--- src/rtl/dvi_tmds_encoder.sv ---
// DVI 1.0 TMDS encoder: three data channels plus a constant clock-channel pattern.
// Optional macro DVI_OUTPUT_REG_EN adds one register stage on all four outputs.

module dvi_tmds_channel (
    input  logic       clk,
    input  logic       reset,
    input  logic [7:0] data,
    input  logic       c0,
    input  logic       c1,
    input  logic       de,
    output logic [9:0] symbol
);
    localparam logic [9:0] CTL_00 = 10'h354;
    localparam logic [9:0] CTL_01 = 10'h0AB;
    localparam logic [9:0] CTL_10 = 10'h154;
    localparam logic [9:0] CTL_11 = 10'h2AB;

    function automatic logic [3:0] ones8(input logic [7:0] v);
        logic [3:0] n;
        n = 4'd0;
        for (int i = 0; i < 8; i++) begin
            n = n + {3'd0, v[i]};
        end
        return n;
    endfunction

    logic [7:0]        d_r;
    logic              de_r;
    logic [1:0]        c_r;
    logic [3:0]        n1d_s;
    logic              xnor_s;
    logic [8:0]        qm_s;
    logic [3:0]        n1q_s;
    logic [3:0]        n0q_s;
    logic signed [4:0] diff_s;
    logic signed [4:0] qm2_s;
    logic signed [4:0] nqm2_s;
    logic signed [4:0] cnt_r;
    logic signed [4:0] cnt_nxt_s;
    logic [9:0]        sym_s;
    logic [9:0]        sym_r;

    // Stage 1: capture pixel, enable and control bits
    always_ff @(posedge clk) begin
        if (reset) begin
            d_r  <= 8'd0;
            de_r <= 1'b0;
            c_r  <= 2'b00;
        end else begin
            d_r  <= data;
            de_r <= de;
            c_r  <= {c1, c0};
        end
    end

    // Transition minimisation of the registered byte
    always_comb begin
        n1d_s   = ones8(d_r);
        xnor_s  = (n1d_s > 4'd4) || ((n1d_s == 4'd4) && (d_r[0] == 1'b0));
        qm_s    = 9'd0;
        qm_s[0] = d_r[0];
        for (int i = 1; i < 8; i++) begin
            if (xnor_s) begin
                qm_s[i] = ~(qm_s[i-1] ^ d_r[i]);
            end else begin
                qm_s[i] = qm_s[i-1] ^ d_r[i];
            end
        end
        qm_s[8] = ~xnor_s;
    end

    // DC balancing and control token selection
    always_comb begin
        n1q_s     = ones8(qm_s[7:0]);
        n0q_s     = 4'd8 - n1q_s;
        diff_s    = $signed({1'b0, n1q_s}) - $signed({1'b0, n0q_s});
        qm2_s     = qm_s[8] ? 5'sd2 : 5'sd0;
        nqm2_s    = qm_s[8] ? 5'sd0 : 5'sd2;
        sym_s     = CTL_00;
        cnt_nxt_s = 5'sd0;
        if (!de_r) begin
            case (c_r)
                2'b00:   sym_s = CTL_00;
                2'b01:   sym_s = CTL_01;
                2'b10:   sym_s = CTL_10;
                2'b11:   sym_s = CTL_11;
                default: sym_s = CTL_00;
            endcase
            cnt_nxt_s = 5'sd0;
        end else if ((cnt_r == 5'sd0) || (n1q_s == n0q_s)) begin
            sym_s = {~qm_s[8], qm_s[8], (qm_s[8] ? qm_s[7:0] : ~qm_s[7:0])};
            if (qm_s[8]) begin
                cnt_nxt_s = cnt_r + diff_s;
            end else begin
                cnt_nxt_s = cnt_r - diff_s;
            end
        end else if (((cnt_r > 5'sd0) && (n1q_s > n0q_s)) ||
                     ((cnt_r < 5'sd0) && (n0q_s > n1q_s))) begin
            sym_s     = {1'b1, qm_s[8], ~qm_s[7:0]};
            cnt_nxt_s = cnt_r + qm2_s - diff_s;
        end else begin
            sym_s     = {1'b0, qm_s[8], qm_s[7:0]};
            cnt_nxt_s = cnt_r + diff_s - nqm2_s;
        end
    end

    // Stage 2: symbol and running disparity
    always_ff @(posedge clk) begin
        if (reset) begin
            sym_r <= CTL_00;
            cnt_r <= 5'sd0;
        end else begin
            sym_r <= sym_s;
            cnt_r <= cnt_nxt_s;
        end
    end

    assign symbol = sym_r;

endmodule

module dvi_tmds_encoder (
    input  logic       clkx1in,
    input  logic       reset,
    input  logic [7:0] red_in,
    input  logic [7:0] green_in,
    input  logic [7:0] blue_in,
    input  logic       hsync,
    input  logic       vsync,
    input  logic       vde,
    output logic [9:0] tmds_blue,
    output logic [9:0] tmds_green,
    output logic [9:0] tmds_red,
    output logic [9:0] tmds_clk
);
    localparam logic [9:0] CLK_PATTERN = 10'h3E0;

    logic [9:0] blue_s;
    logic [9:0] green_s;
    logic [9:0] red_s;

    dvi_tmds_channel u_blue (
        .clk    (clkx1in),
        .reset  (reset),
        .data   (blue_in),
        .c0     (hsync),
        .c1     (vsync),
        .de     (vde),
        .symbol (blue_s)
    );

    dvi_tmds_channel u_green (
        .clk    (clkx1in),
        .reset  (reset),
        .data   (green_in),
        .c0     (1'b0),
        .c1     (1'b0),
        .de     (vde),
        .symbol (green_s)
    );

    dvi_tmds_channel u_red (
        .clk    (clkx1in),
        .reset  (reset),
        .data   (red_in),
        .c0     (1'b0),
        .c1     (1'b0),
        .de     (vde),
        .symbol (red_s)
    );

`ifdef DVI_OUTPUT_REG_EN
    logic [9:0] blue_r;
    logic [9:0] green_r;
    logic [9:0] red_r;
    logic [9:0] clk_r;

    // Extra retiming stage towards the serializers
    always_ff @(posedge clkx1in) begin
        if (reset) begin
            blue_r  <= 10'h354;
            green_r <= 10'h354;
            red_r   <= 10'h354;
            clk_r   <= CLK_PATTERN;
        end else begin
            blue_r  <= blue_s;
            green_r <= green_s;
            red_r   <= red_s;
            clk_r   <= CLK_PATTERN;
        end
    end

    assign tmds_blue  = blue_r;
    assign tmds_green = green_r;
    assign tmds_red   = red_r;
    assign tmds_clk   = clk_r;
`else
    assign tmds_blue  = blue_s;
    assign tmds_green = green_s;
    assign tmds_red   = red_s;
    assign tmds_clk   = CLK_PATTERN;
`endif

endmodule

--- config.mk ---
export PLATFORM = sky130hd
export DESIGN_NAME = dvi_tmds_encoder
export DESIGN_NICKNAME = d
export VERILOG_FILES = /design/src/rtl/dvi_tmds_encoder.sv
export SDC_FILE = /design/constraint.sdc
export NUM_CORES = 1
export LEC_CHECK = 0
export ABC_AREA = 1
export BUFFER_PORTS_ARGS = -buffer_cell sky130_fd_sc_hd__buf_4
export CORE_MARGIN = 2
export CORE_UTILIZATION = 50
export CTS_CLUSTER_DIAMETER = 200
export DETAILED_ROUTE_END_ITERATION = 10
export GPL_TIMING_DRIVEN = 0
export PLACE_DENSITY = 0.72
export SETUP_SLACK_MARGIN = 0.15
export SLEW_MARGIN = 20
export SYNTH_ARGS = -nofsm -noshare
export SYNTH_HDL_FRONTEND = slang
export SYNTH_SLANG_ARGS = --single-unit
--- constraint.sdc ---
create_clock -name clkx1in -period 13.1 [get_ports clkx1in]
set_input_delay 3.275 -clock clkx1in [delete_from_list [all_inputs] [get_ports clkx1in]]
set_output_delay 3.275 -clock clkx1in [all_outputs]
set_load 0.01 [all_outputs]
After elaboration in Yosys (flattened, before gate mapping):

Cells that the tools add are included.

* flip-flop bits (word level): 72

* reductions and logical operators: 23
* equal/unequal tests: 9
* bitwise logic cells: 52
* $lt $le $gt $ge: 15
* multiplexer cells: 47
* add/sub/neg operators: 63

Operators with widths (count)
* $add A4 B1 Y4: 36
* $mux W10: 7
* $mux W5: 9
* $sub A5 B5 Y5: 9
* $pmux W10 S4: 1
* $add A5 B5 Y5: 6
* $not A1 Y1: 28
* $gt A4 B4 Y1: 6
* $mux W8: 3
* $not A8 Y8: 3
* $mux W1: 21
* $xor A1 B1 Y1: 21
* $gt A5 B1 Y1 const B: 3
* $logic_not A5 Y1: 3
* $lt A5 B1 Y1 const B: 3
* $sub A4 B4 Y5: 3
* $add A1 B1 Y2: 6
* $eq A4 B3 Y1 const B: 3
* $eq A4 B4 Y1: 3
* $gt A4 B3 Y1 const B: 3
* $mux W2: 6
* $sub A4 B4 Y4 const A: 3
* $logic_and A1 B1 Y1: 9
* $logic_or A1 B1 Y1: 9
* 4 further kinds: 5

Longest topological paths before layout:

* depth in word-level cells: 37
* gate-level depth with buffers: 43
* depth with buffers taken out: 42

Modules after synthesis:

From an unflattened synthesis, not the netlist that was laid out.

* cell total of the unflattened synthesis: 882
* area total of the unflattened synthesis: 6721.4 um^2

By module, submodules not included
* dvi_tmds_channel (u_green): instances 1, cells each 290, area each 2228.4 um^2
* dvi_tmds_channel (u_red): instances 1, cells each 291, area each 2220.9 um^2
* dvi_tmds_channel (u_blue): instances 1, cells each 289, area each 2189.6 um^2
* dvi_tmds_encoder: instances 1, cells each 12, area each 82.6 um^2

Worst setup path before layout:

No wires, ideal clock.

* path kind: register to register
* start: reg u_blue.d_r[0]
* end: reg u_blue.cnt_r[4]
* period minus slack after synthesis: 8.128 ns
* cell stages (with the launch flop): 39
* data required time: 13.042 ns
* setup time: 0.058 ns
* path slack: 4.972 ns
* arrival time: 8.070 ns
* path through: dfxtp_1 > ha_1 > inv_1 > fa_1 > fa_1 > inv_1 > fa_1 > fa_1 > o31ai_1 > nand2_1 > buf_2 > xor2_1 > ha_1 > inv_1 > fa_1 > inv_1 > fa_1 > inv_1 > (+3 left out) > ha_1 > xnor2_1 > nand2_1 > nor2_1 > inv_1 > nand3_1 > inv_1 > ha_1 > or2_2 > nand2_1 > inv_1 > nand3_1 > xor2_1 > a21oi_1 > o21ai_0 > o21ai_0 > a21oi_1 > o21a_1

* word-level cells in the longest chain between the ends: 36
* elaborated cells on any way between the ends: 59

RTL lines
* from (decl): line 27 `logic [7:0] d_r;`
* from (signal assigned): line 50 `d_r <= data;`
* parallel branches: the longest is 35 deep, another holds $add A4 B1 Y4
* $mux W5 (*): line 90 `end else if ((cnt_r == 5'sd0) || (n1q_s == n0q_s)) begin`
* to (signal assigned): line 114 `cnt_r <= cnt_nxt_s;`
* to (decl): line 38 `logic signed [4:0] cnt_r;`

Every way passes the cells marked *.
A chain may end at the register's enable or synchronous reset.

Worst setup path after layout:

Same ends and word-level chain as after synthesis.

==> qor.txt <==
Slew headroom: 44.8%
syn_area_per_cell: 7.86 um^2
share of post-route cells with drive strength above 1: 17.2%
GPL Wtd Cong: 0.922
area leader, netlist: dfxtp_1
post-DP HPWL: 10500 um
DR iter-0 viols: 219
Final ANT Viol Nets: 0
sequential area share after synthesis: 24.3%
pin count of the biggest net entering global routing: 14
grt met3 use: 5.57%
Detailed Route WL: 13100 um
nature of the critical path startpoint: flop
clock skew: 0.00389 ns
WHS Path Cells: 2
EDFF count, synth: 0
Synth cell types: 41
post_cts resized: 0
worst reg2reg setup slack: 4.21 ns
Avg WL per Cell: 13.3 um
maximum clock path buffer count: 2
Synth Flop Type: dfxtp_1
IO Pins: 69
status: finished, violations left
maximum clock frequency: 112 MHz
CTS H-tree depth: 3
required time of the critical path: 13.39 ns
# fillers: 1011
reg2reg start: u_blue.d_r[0]$_SDFF_PP0_
# hold bufs at CTS: 0
maxcap violations: 0
Hold Path Class: reg2reg
most frequent cell after synthesis: inv_1
worst-path maximum fanout: 11
Root Buffer: clkbuf_16
R2R cell count: 38
drt via density: 5.11
grt ovf: 0
fin crit period: 8.89 ns
via count: 5012
clk sinks: 72
CP max stage cell: fa_1
Non-Filler Instances: 981
routing usage on met1: 26.1%
initial antenna violation count: 0
first-pass GRT wire length: 22600 um
Final Cycle Share: 67.9%
worst skew pair latency: 0.34 ns
Layout Nets: 957
#FFs+latches synth: 72
Async S/R FF share, synth: 0%
Area growth syn-to-layout: 16.0%
Die Area: 12800 um^2
area occupied by multi-input gates: 3800 um^2
crit path DAT: 9.18 ns
slowest stage delay, CP: 0.63 ns
commonest cells in the synthesized netlist: inv_1, nand2_1, dfxtp_1
port buffer count: 58
Rows: 39
Inst Count DP: 965
Slew Limit Fails: 0
Reg clk slew, reported paths: 0.06 ns
CP endpoint kind: flop
setup TNS: 0 ns
Synth Instances: 756
Worst Min Path Start: u_blue.cnt_r[0]$_SDFF_PP0_
# diodes: 0
Pre-antenna DRT Iters: 8
# DRC: 2
share of the synthesized area in the top cell type: 24.3%
Cell Area, Synth: 5940 um^2
chip width: 113 um
chip height: 113 um
RSZ-0062 raised after global routing: false
violated checks: design-rule violations
sequential cell area: 1440 um^2
CTS tree: built
reg-to-reg critical path endpoint: u_blue.cnt_r[4]$_SDFF_PP0_
number of CTS-inserted buffers: 9
Tightest Pin Transition: 0.820 ns
final hold viol count: 0
critical path class: reg2reg
synth top area cells: dfxtp_1, ha_1, fa_1
synth warn: 0
Starting Density: 51.6%
met2 Use GR: 38.0%
GRT busiest layer: met2
GR Util All Layers: 21.8%
Setup Buffers After CTS: 0
vias in the first global route: 5044
Setup Viol. Count Final: 0
CORE AREA: 11500 um^2
Worst setup startpoint: u_blue.d_r[0]$_SDFF_PP0_
WHS Endpoint: u_blue.cnt_r[0]$_SDFF_PP0_
-- cells in the final DEF (no fill, tap or decap), drive strengths merged, types with 4 or more instances in the layout --
cell and instances:
nand2 118, xnor3 6, clkbuf 15, ha 59
buf 74, a21oi 33, o221ai 4, o211ai 12
inv 161, nand3 51, fa 36, nor2 65
clkinvlp 4, xnor2 14, dfxtp 72, conb 10
xor2 28, o31ai 4, o21ai 51
-- worst max-delay path: cells and delay by family, from the launching register on --
family                   cells  cell delay (ns)
AND/OR/NAND/NOR              8             1.19
XOR/XNOR                     3             0.49
AO/OA/AOI/OAI                6             0.84
flip-flops                   1             0.35
buffers and inverters        9             0.78
adder cells (fa/ha/maj)     12             5.17
-- metal layers --
layer	vias to the layer above	wire length [um]
met5	-	0
met4	0	305
li1	2505	-
met3	28	791
met1	2347	5520
met2	132	6470
-- worst max path at each step --
stage / endpoint / slack [ns] / depth (start not counted)
floorplan: u_blue.cnt_r[4]$_SDFF_PP0_ / 4.97 / 38
global placement: u_blue.cnt_r[4]$_SDFF_PP0_ / 4.39 / 38
detailed placement: u_blue.cnt_r[4]$_SDFF_PP0_ / 4.24 / 38
CTS: u_blue.cnt_r[4]$_SDFF_PP0_ / 4.18 / 38
global route: u_blue.cnt_r[4]$_SDFF_PP0_ / 3.77 / 39
finish: u_blue.cnt_r[4]$_SDFF_PP0_ / 4.21 / 38
-- per-stage QoR --
step / util (%) / area (um^2) / setup WS, ns / hold WS (ns)
5_1_grt: 59.9 / 6890 / 3.77 / 0.452
6_report: 59.9 / 6890 / 4.21 / 0.434
3_5_place_dp: 57.2 / 6590 / 4.24 / 0.431
2_1_floorplan: - / 5970 / 4.97 / 0.408
4_1_cts: 59.9 / 6890 / 4.18 / 0.439
3_3_place_gp: 57.2 / 6590 / 4.39 / 0.422
-- layout make-up --
class / instances / area share, %
Tap cell: 143 / 2.60
Timing Repair Buffer: 58 / 6.32
Sequential cell: 72 / 20.9
Multi-Input combinational cell: 509 / 55.1
Inverter: 162 / 8.82
Clock inverter: 6 / 0.998
Buffer: 21 / 1.82
Clock buffer: 10 / 3.47
-- cells by family after synthesis --
logic type,synth area share [%]
other,0.126
AOI/OAI and AO/OA,10.9
and+or+nand+nor,19.3
buffers and inverters,12.3
xor gates and xnor gates,8.59
DFF,24.3
adders and majority gates,24.6
-- flip-flops by register name, summed over array words and instances (netlist names) --
signal / cells
u_blue.c_r: 2
u_green.d_r: 8
u_red.de_r: 1
u_green.symbol: 10
u_green.cnt_r: 5
u_red.cnt_r: 5
u_blue.symbol: 10
u_blue.d_r: 8
u_blue.cnt_r: 5
u_red.symbol: 10
u_red.d_r: 8
Power is not shown: default switching activity piles up to over one toggle a cycle in this logic, so the estimate is an artifact.
